### src/rtl/jpeg_quantizer_stream.sv
// Streaming JPEG quantizer: divides DCT coefficients by the Annex K luma/chroma
// tables through a 3-stage multiply-by-reciprocal pipeline with valid/ready flow.
module jpeg_quantizer_stream #(
  parameter int IN_W    = 11,
  parameter int OUT_W   = 11,
  parameter int FRAC    = 16,
  parameter int RECIP_W = 17
) (
  input  logic             clk,
  input  logic             rst,
  input  logic             in_valid,
  output logic             in_ready,
  input  logic [IN_W-1:0]  in_data,
  input  logic [1:0]       in_chan,
  output logic             out_valid,
  input  logic             out_ready,
  output logic [OUT_W-1:0] out_data,
  output logic [5:0]       out_idx,
  output logic [1:0]       out_chan,
  output logic             out_last
);

  localparam int PROD_W = IN_W + RECIP_W;
  localparam int RMAG_W = PROD_W - FRAC + 1;
  localparam logic [RMAG_W-1:0] MAX_MAG = RMAG_W'((2 ** (OUT_W - 1)) - 1);
  localparam logic [PROD_W:0]   HALF    = (PROD_W + 1)'(1) << (FRAC - 1);

  localparam int LUMA_Q [64] = '{
    16, 11, 10, 16, 24, 40, 51, 61,
    12, 12, 14, 19, 26, 58, 60, 55,
    14, 13, 16, 24, 40, 57, 69, 56,
    14, 17, 22, 29, 51, 87, 80, 62,
    18, 22, 37, 56, 68, 109, 103, 77,
    24, 35, 55, 64, 81, 104, 113, 92,
    49, 64, 78, 87, 103, 121, 120, 101,
    72, 92, 95, 98, 112, 100, 103, 99};

  localparam int CHROMA_Q [64] = '{
    17, 18, 24, 47, 99, 99, 99, 99,
    18, 21, 26, 66, 99, 99, 99, 99,
    24, 26, 56, 99, 99, 99, 99, 99,
    47, 66, 99, 99, 99, 99, 99, 99,
    99, 99, 99, 99, 99, 99, 99, 99,
    99, 99, 99, 99, 99, 99, 99, 99,
    99, 99, 99, 99, 99, 99, 99, 99,
    99, 99, 99, 99, 99, 99, 99, 99};

  logic [RECIP_W-1:0] luma_recip   [64];
  logic [RECIP_W-1:0] chroma_recip [64];

  // round(2^FRAC / Q) folded to constants at elaboration
  genvar gi;
  generate
    for (gi = 0; gi < 64; gi++) begin : g_recip
      assign luma_recip[gi]   = RECIP_W'(((2 ** FRAC) + LUMA_Q[gi] / 2) / LUMA_Q[gi]);
      assign chroma_recip[gi] = RECIP_W'(((2 ** FRAC) + CHROMA_Q[gi] / 2) / CHROMA_Q[gi]);
    end
  endgenerate

  logic               adv;
  logic               in_fire;
  logic [5:0]         idx_reg;
  logic [1:0]         chan_reg;
  logic [1:0]         cur_chan;
  logic [IN_W-1:0]    in_mag;
  logic [RECIP_W-1:0] recip_sel;

  logic               s1_valid_reg, s1_sign_reg, s1_last_reg;
  logic [IN_W-1:0]    s1_mag_reg;
  logic [RECIP_W-1:0] s1_recip_reg;
  logic [5:0]         s1_idx_reg;
  logic [1:0]         s1_chan_reg;

  logic               s2_valid_reg, s2_sign_reg, s2_last_reg;
  logic [PROD_W-1:0]  s2_prod_reg;
  logic [5:0]         s2_idx_reg;
  logic [1:0]         s2_chan_reg;

  logic               s3_valid_reg, s3_last_reg;
  logic [OUT_W-1:0]   s3_data_reg;
  logic [5:0]         s3_idx_reg;
  logic [1:0]         s3_chan_reg;

  logic [PROD_W:0]    rnd_sum;
  logic [RMAG_W-1:0]  rnd_mag;
  logic [OUT_W-1:0]   sat_mag;
  logic [OUT_W-1:0]   signed_q;

  always_comb begin
    adv       = !s3_valid_reg || out_ready;
    in_ready  = adv;
    in_fire   = in_valid && adv;
    // the channel of a block is taken from its first coefficient only
    cur_chan  = (idx_reg == 6'd0) ? in_chan : chan_reg;
    in_mag    = in_data[IN_W-1] ? (IN_W'(0) - in_data) : in_data;
    recip_sel = (cur_chan == 2'd0) ? luma_recip[idx_reg] : chroma_recip[idx_reg];
  end

  always_ff @(posedge clk or posedge rst) begin
    if (rst) begin
      idx_reg  <= 6'd0;
      chan_reg <= 2'd0;
    end else if (in_fire) begin
      idx_reg <= idx_reg + 6'd1;
      if (idx_reg == 6'd0) chan_reg <= in_chan;
    end
  end

  // half-LSB add on the magnitude gives round-half-away-from-zero once the sign is reapplied
  always_comb begin
    rnd_sum  = {1'b0, s2_prod_reg} + HALF;
    rnd_mag  = rnd_sum[PROD_W:FRAC];
    sat_mag  = (rnd_mag > MAX_MAG) ? MAX_MAG[OUT_W-1:0] : rnd_mag[OUT_W-1:0];
    signed_q = s2_sign_reg ? (OUT_W'(0) - sat_mag) : sat_mag;
  end

  always_ff @(posedge clk or posedge rst) begin
    if (rst) begin
      s1_valid_reg <= 1'b0;
      s1_sign_reg  <= 1'b0;
      s1_last_reg  <= 1'b0;
      s1_mag_reg   <= '0;
      s1_recip_reg <= '0;
      s1_idx_reg   <= 6'd0;
      s1_chan_reg  <= 2'd0;
      s2_valid_reg <= 1'b0;
      s2_sign_reg  <= 1'b0;
      s2_last_reg  <= 1'b0;
      s2_prod_reg  <= '0;
      s2_idx_reg   <= 6'd0;
      s2_chan_reg  <= 2'd0;
      s3_valid_reg <= 1'b0;
      s3_last_reg  <= 1'b0;
      s3_data_reg  <= '0;
      s3_idx_reg   <= 6'd0;
      s3_chan_reg  <= 2'd0;
    end else if (adv) begin
      s1_valid_reg <= in_fire;
      s1_sign_reg  <= in_data[IN_W-1];
      s1_last_reg  <= (idx_reg == 6'd63);
      s1_mag_reg   <= in_mag;
      s1_recip_reg <= recip_sel;
      s1_idx_reg   <= idx_reg;
      s1_chan_reg  <= cur_chan;

      s2_valid_reg <= s1_valid_reg;
      s2_sign_reg  <= s1_sign_reg;
      s2_last_reg  <= s1_last_reg;
      s2_prod_reg  <= PROD_W'(s1_mag_reg) * PROD_W'(s1_recip_reg);
      s2_idx_reg   <= s1_idx_reg;
      s2_chan_reg  <= s1_chan_reg;

      s3_valid_reg <= s2_valid_reg;
      s3_last_reg  <= s2_last_reg;
      s3_data_reg  <= signed_q;
      s3_idx_reg   <= s2_idx_reg;
      s3_chan_reg  <= s2_chan_reg;
    end
  end

  assign out_valid = s3_valid_reg;
  assign out_data  = s3_data_reg;
  assign out_idx   = s3_idx_reg;
  assign out_chan  = s3_chan_reg;
  assign out_last  = s3_last_reg;

endmodule

### config.mk
export PLATFORM = sky130hd
export DESIGN_NAME = jpeg_quantizer_stream
export DESIGN_NICKNAME = d
export VERILOG_FILES = /design/src/rtl/jpeg_quantizer_stream.sv
export SDC_FILE = /design/constraint.sdc
export NUM_CORES = 1
export LEC_CHECK = 0
export BUFFER_PORTS_ARGS = -buffer_cell sky130_fd_sc_hd__buf_2
export CORE_ASPECT_RATIO = 1.75
export CORE_MARGIN = 5
export CORE_UTILIZATION = 60
export CTS_BUF_LIST = sky130_fd_sc_hd__clkbuf_8
export DETAILED_ROUTE_END_ITERATION = 16
export GPL_ROUTABILITY_DRIVEN = 0
export PLACE_DENSITY = 0.78
export SETUP_SLACK_MARGIN = 0.1
export SYNTH_ARGS = -nofsm -noshare
export SYNTH_HDL_FRONTEND = slang
export SYNTH_SLANG_ARGS = --single-unit
### constraint.sdc
create_clock -name clk -period 10.4 [get_ports clk]
set_input_delay 1.04 -clock clk [delete_from_list [all_inputs] [get_ports clk]]
set_output_delay 1.04 -clock clk [all_outputs]
set_load 0.03 [all_outputs]
==> results.yml <==
logic_synthesis:
  ys_warn_count: 0
  synth_flop_cell: "dfrtp_1"
  synth_top_family_by_area: "adder cells"
  ys_ff_latch: 86
  yosys.area_share.xor_xnor: 0.0170
  synth_area_um2: 10300
  synthAdderAreaFrac: 0.288
  ys_types: 80
  yosys.area_share.simple: 0.219
  synth-compound-area-share: 0.156
  synth_nets: 1431
  seq_area_frac_synth: 0.208
  synth_area_per_cell_um2: 8.37
  synthMuxAreaShare: 0.0271
  synth_edf_count: 0
  syn_inst: 1235
  async_flop_share: 1.00
floorplan:
  initial_core_util: 0.610
  die_area_um2: 20100
  die_y_um: 184
  io_pins: 39
  die_w_um: 109
  core_um2: 16900
  num_rows: 63
final_layout:
  diodes: 0
  mostFrequentLayoutCells: "nand2_1 (220), inv_1 (135), fa_1 (98)"
  area_delta_synth_final_pct: 3.73
  final_net_count: 1406
  drive_gt1_frac: 0.0807
  final_common_cell: "nand2_1"
  largest_reg_flops: 13
clock_network:
  cts_buffer_depth: 2
  numCtsBuffers: 9
  ctsResizeCount: 0
  htreeDepth: 3
  path_clk_slew_ps: 90
  clock_latency_ps: 380
  ctsHoldBuffers: 0
  cts_setup_buffers: 0
  cts_sinks: 86
  root_buffer: "clkbuf_8"
  cts_tree: "yes"
critical_path:
  cp_common_cell: "fa_1"
  r2r_cells: 16
  setup.worst_path.start_class: "register"
  max_stage_delay_ps: 650
  cpMaxStageDelayCell: "dfrtp_1"
  endpoint_kind: "register"
  path_max_fanout: 14
  ff2ff_setup_slack_ps: 4850
  crit_arrival_ps: 5810
  critPathKind: "reg2reg"
  path_cells: "nand2_1 > fa_1 > fa_1 > inv_1 > fa_1 > fa_1 > inv_1 > fa_1 > inv_1 > ha_1 > and4_1 > and3_2 > a31oi_4 > a31oi_1 > a2111oi_0 > nor3_1"
  cp.required_ps: 10660
worst_hold_path:
  holdPathStages: 1
  holdCritPathClass: "reg2reg"
timing:
  setup_viol: 0
  max_freq_mhz: 180
  final_max_slew_viol_count: 0
  finalHoldViolations: 0
  final.setup.tns_ps: 0
  tightest_slew_ps: 1020
  fin_crit_sh: 0.534
  slew-limit-headroom: 0.298
  fin_skew_ps: 9.69
  grt_setup_unrepaired: "no"
  finalCriticalPeriod_ps: 5550
  layout_setup_ws_ps: 4850
global_route:
  antenna_found_initial: 0
  groute.usage.overall: 0.273
  grt_max_degree: 78
  grt_pass1_wl_mm: 43.2
  grt_pass1_vias: 8871
  gr-total-overflow: 0
drt:
  avgViaCountPerCell: 6.05
  drtIter0Drc: 571
  num_vias: 8731
  antenna_left: 0
  dr.pass1.iters: 6
  drc: 0
  drt-total-wl_mm: 25.8
  wl_per_cell_um: 17.9
placed_design:
  dpl_worst_slack_ps: 4840
  io_buffers: 38
  dpl.hpwl_mm: 20.0
flow_run:
  maxCapViolCount: 0
outcome:
  status: "finished, final reports clean"
==> metal layers <==
| layer | GRT usage | vias up | routed length (µm) |
|---|---|---|---|
| met4 | 0.145 | 0 | 1420 |
| met5 | 0 | - | 0 |
| met3 | 0.0299 | 97 | 1120 |
| met2 | 0.497 | 302 | 14200 |
| met1 | 0.306 | 4263 | 9030 |
| li1 | - | 4069 | - |
==> cell families (layout without fill, tap and decap cells) <==
family | after synthesis | in the layout
mux | 21 | 21
buf+inv | 219 | 199
compound gates | 244 | 244
simple gates | 466 | 466
flops | 86 | 86
xor+xnor | 20 | 20
fa+ha+maj | 179 | 179
==> synthesized netlist by cell type (4+ instances only) <==
library cell  instances  share of area
mux2i_1              10         0.0097
o21a_1                5         0.0036
xnor2_1              10         0.0085
a31oi_1              19          0.012
and4_1                4         0.0034
clkbuf_1             53          0.019
nor2_1               52          0.019
o31ai_1              12         0.0087
dfrtp_1              86           0.21
buf_1                 6         0.0022
o211ai_1             17          0.012
buf_2                16         0.0077
xor2_1               10         0.0085
a211oi_1             12         0.0087
nor2b_1              12         0.0073
nand2b_1             14         0.0085
nand2_1             220          0.080
and3_1                8         0.0048
nor3_1               17         0.0082
fa_1                 98           0.19
and2_1               83          0.050
o21ai_0              68          0.033
a21oi_1              42          0.020
a21o_1               10         0.0073
o2111ai_1             5         0.0042
nand3_1              20         0.0097
a221o_1               4         0.0039
mux4_2                5          0.011
o22ai_1               7         0.0042
ha_1                 81          0.098
mux2_2                6         0.0065
inv_1               137          0.050
or2_2                 5         0.0030
o311ai_0              7         0.0059
==> final cells by class <==
cell class,count,area (µm²)
flip-flops and latches,86,2150
clock buffers,10,138
repair buffers,45,243
well taps,227,284
inverters,138,519
clock inverters,6,68.8
multi-input cells,930,7310
fillers,1458,6230
==> metrics by stage <==
stage	utilization	cell area, µm²	instances	hold slack, ps
6_report	0.632	10700	1442	470
5_1_grt	0.632	10700	1442	491
4_1_cts	0.632	10700	1442	474
3_5_place_dp	0.620	10500	1426	452
3_3_place_gp	0.620	10500	1426	439
2_1_floorplan	-	10300	1235	430
==> final timing paths <==
check,start,endpoint
max,s1_mag_reg[4],s2_prod_reg[25]
min,s2_valid_reg,out_valid
max reg2reg,s1_mag_reg[4],s2_prod_reg[25]
min reg2reg,s2_valid_reg,out_valid
max in group asynchronous,rst,idx_reg[3]
min in group asynchronous,rst,s1_mag_reg[0]
==> critical path: cells and delay by family, from the launching register on <==
family / cells / cell delay, ps
AOI/OAI and AO/OA: 3 / 900
adders and majority gates: 6 / 2950
buffers and inverters: 3 / 140
DFF: 1 / 650
and+or+nand+nor: 4 / 770
Power is left out: the tool's default activity adds up to more than one toggle a clock period on the data nets, which glitch-free logic cannot reach.
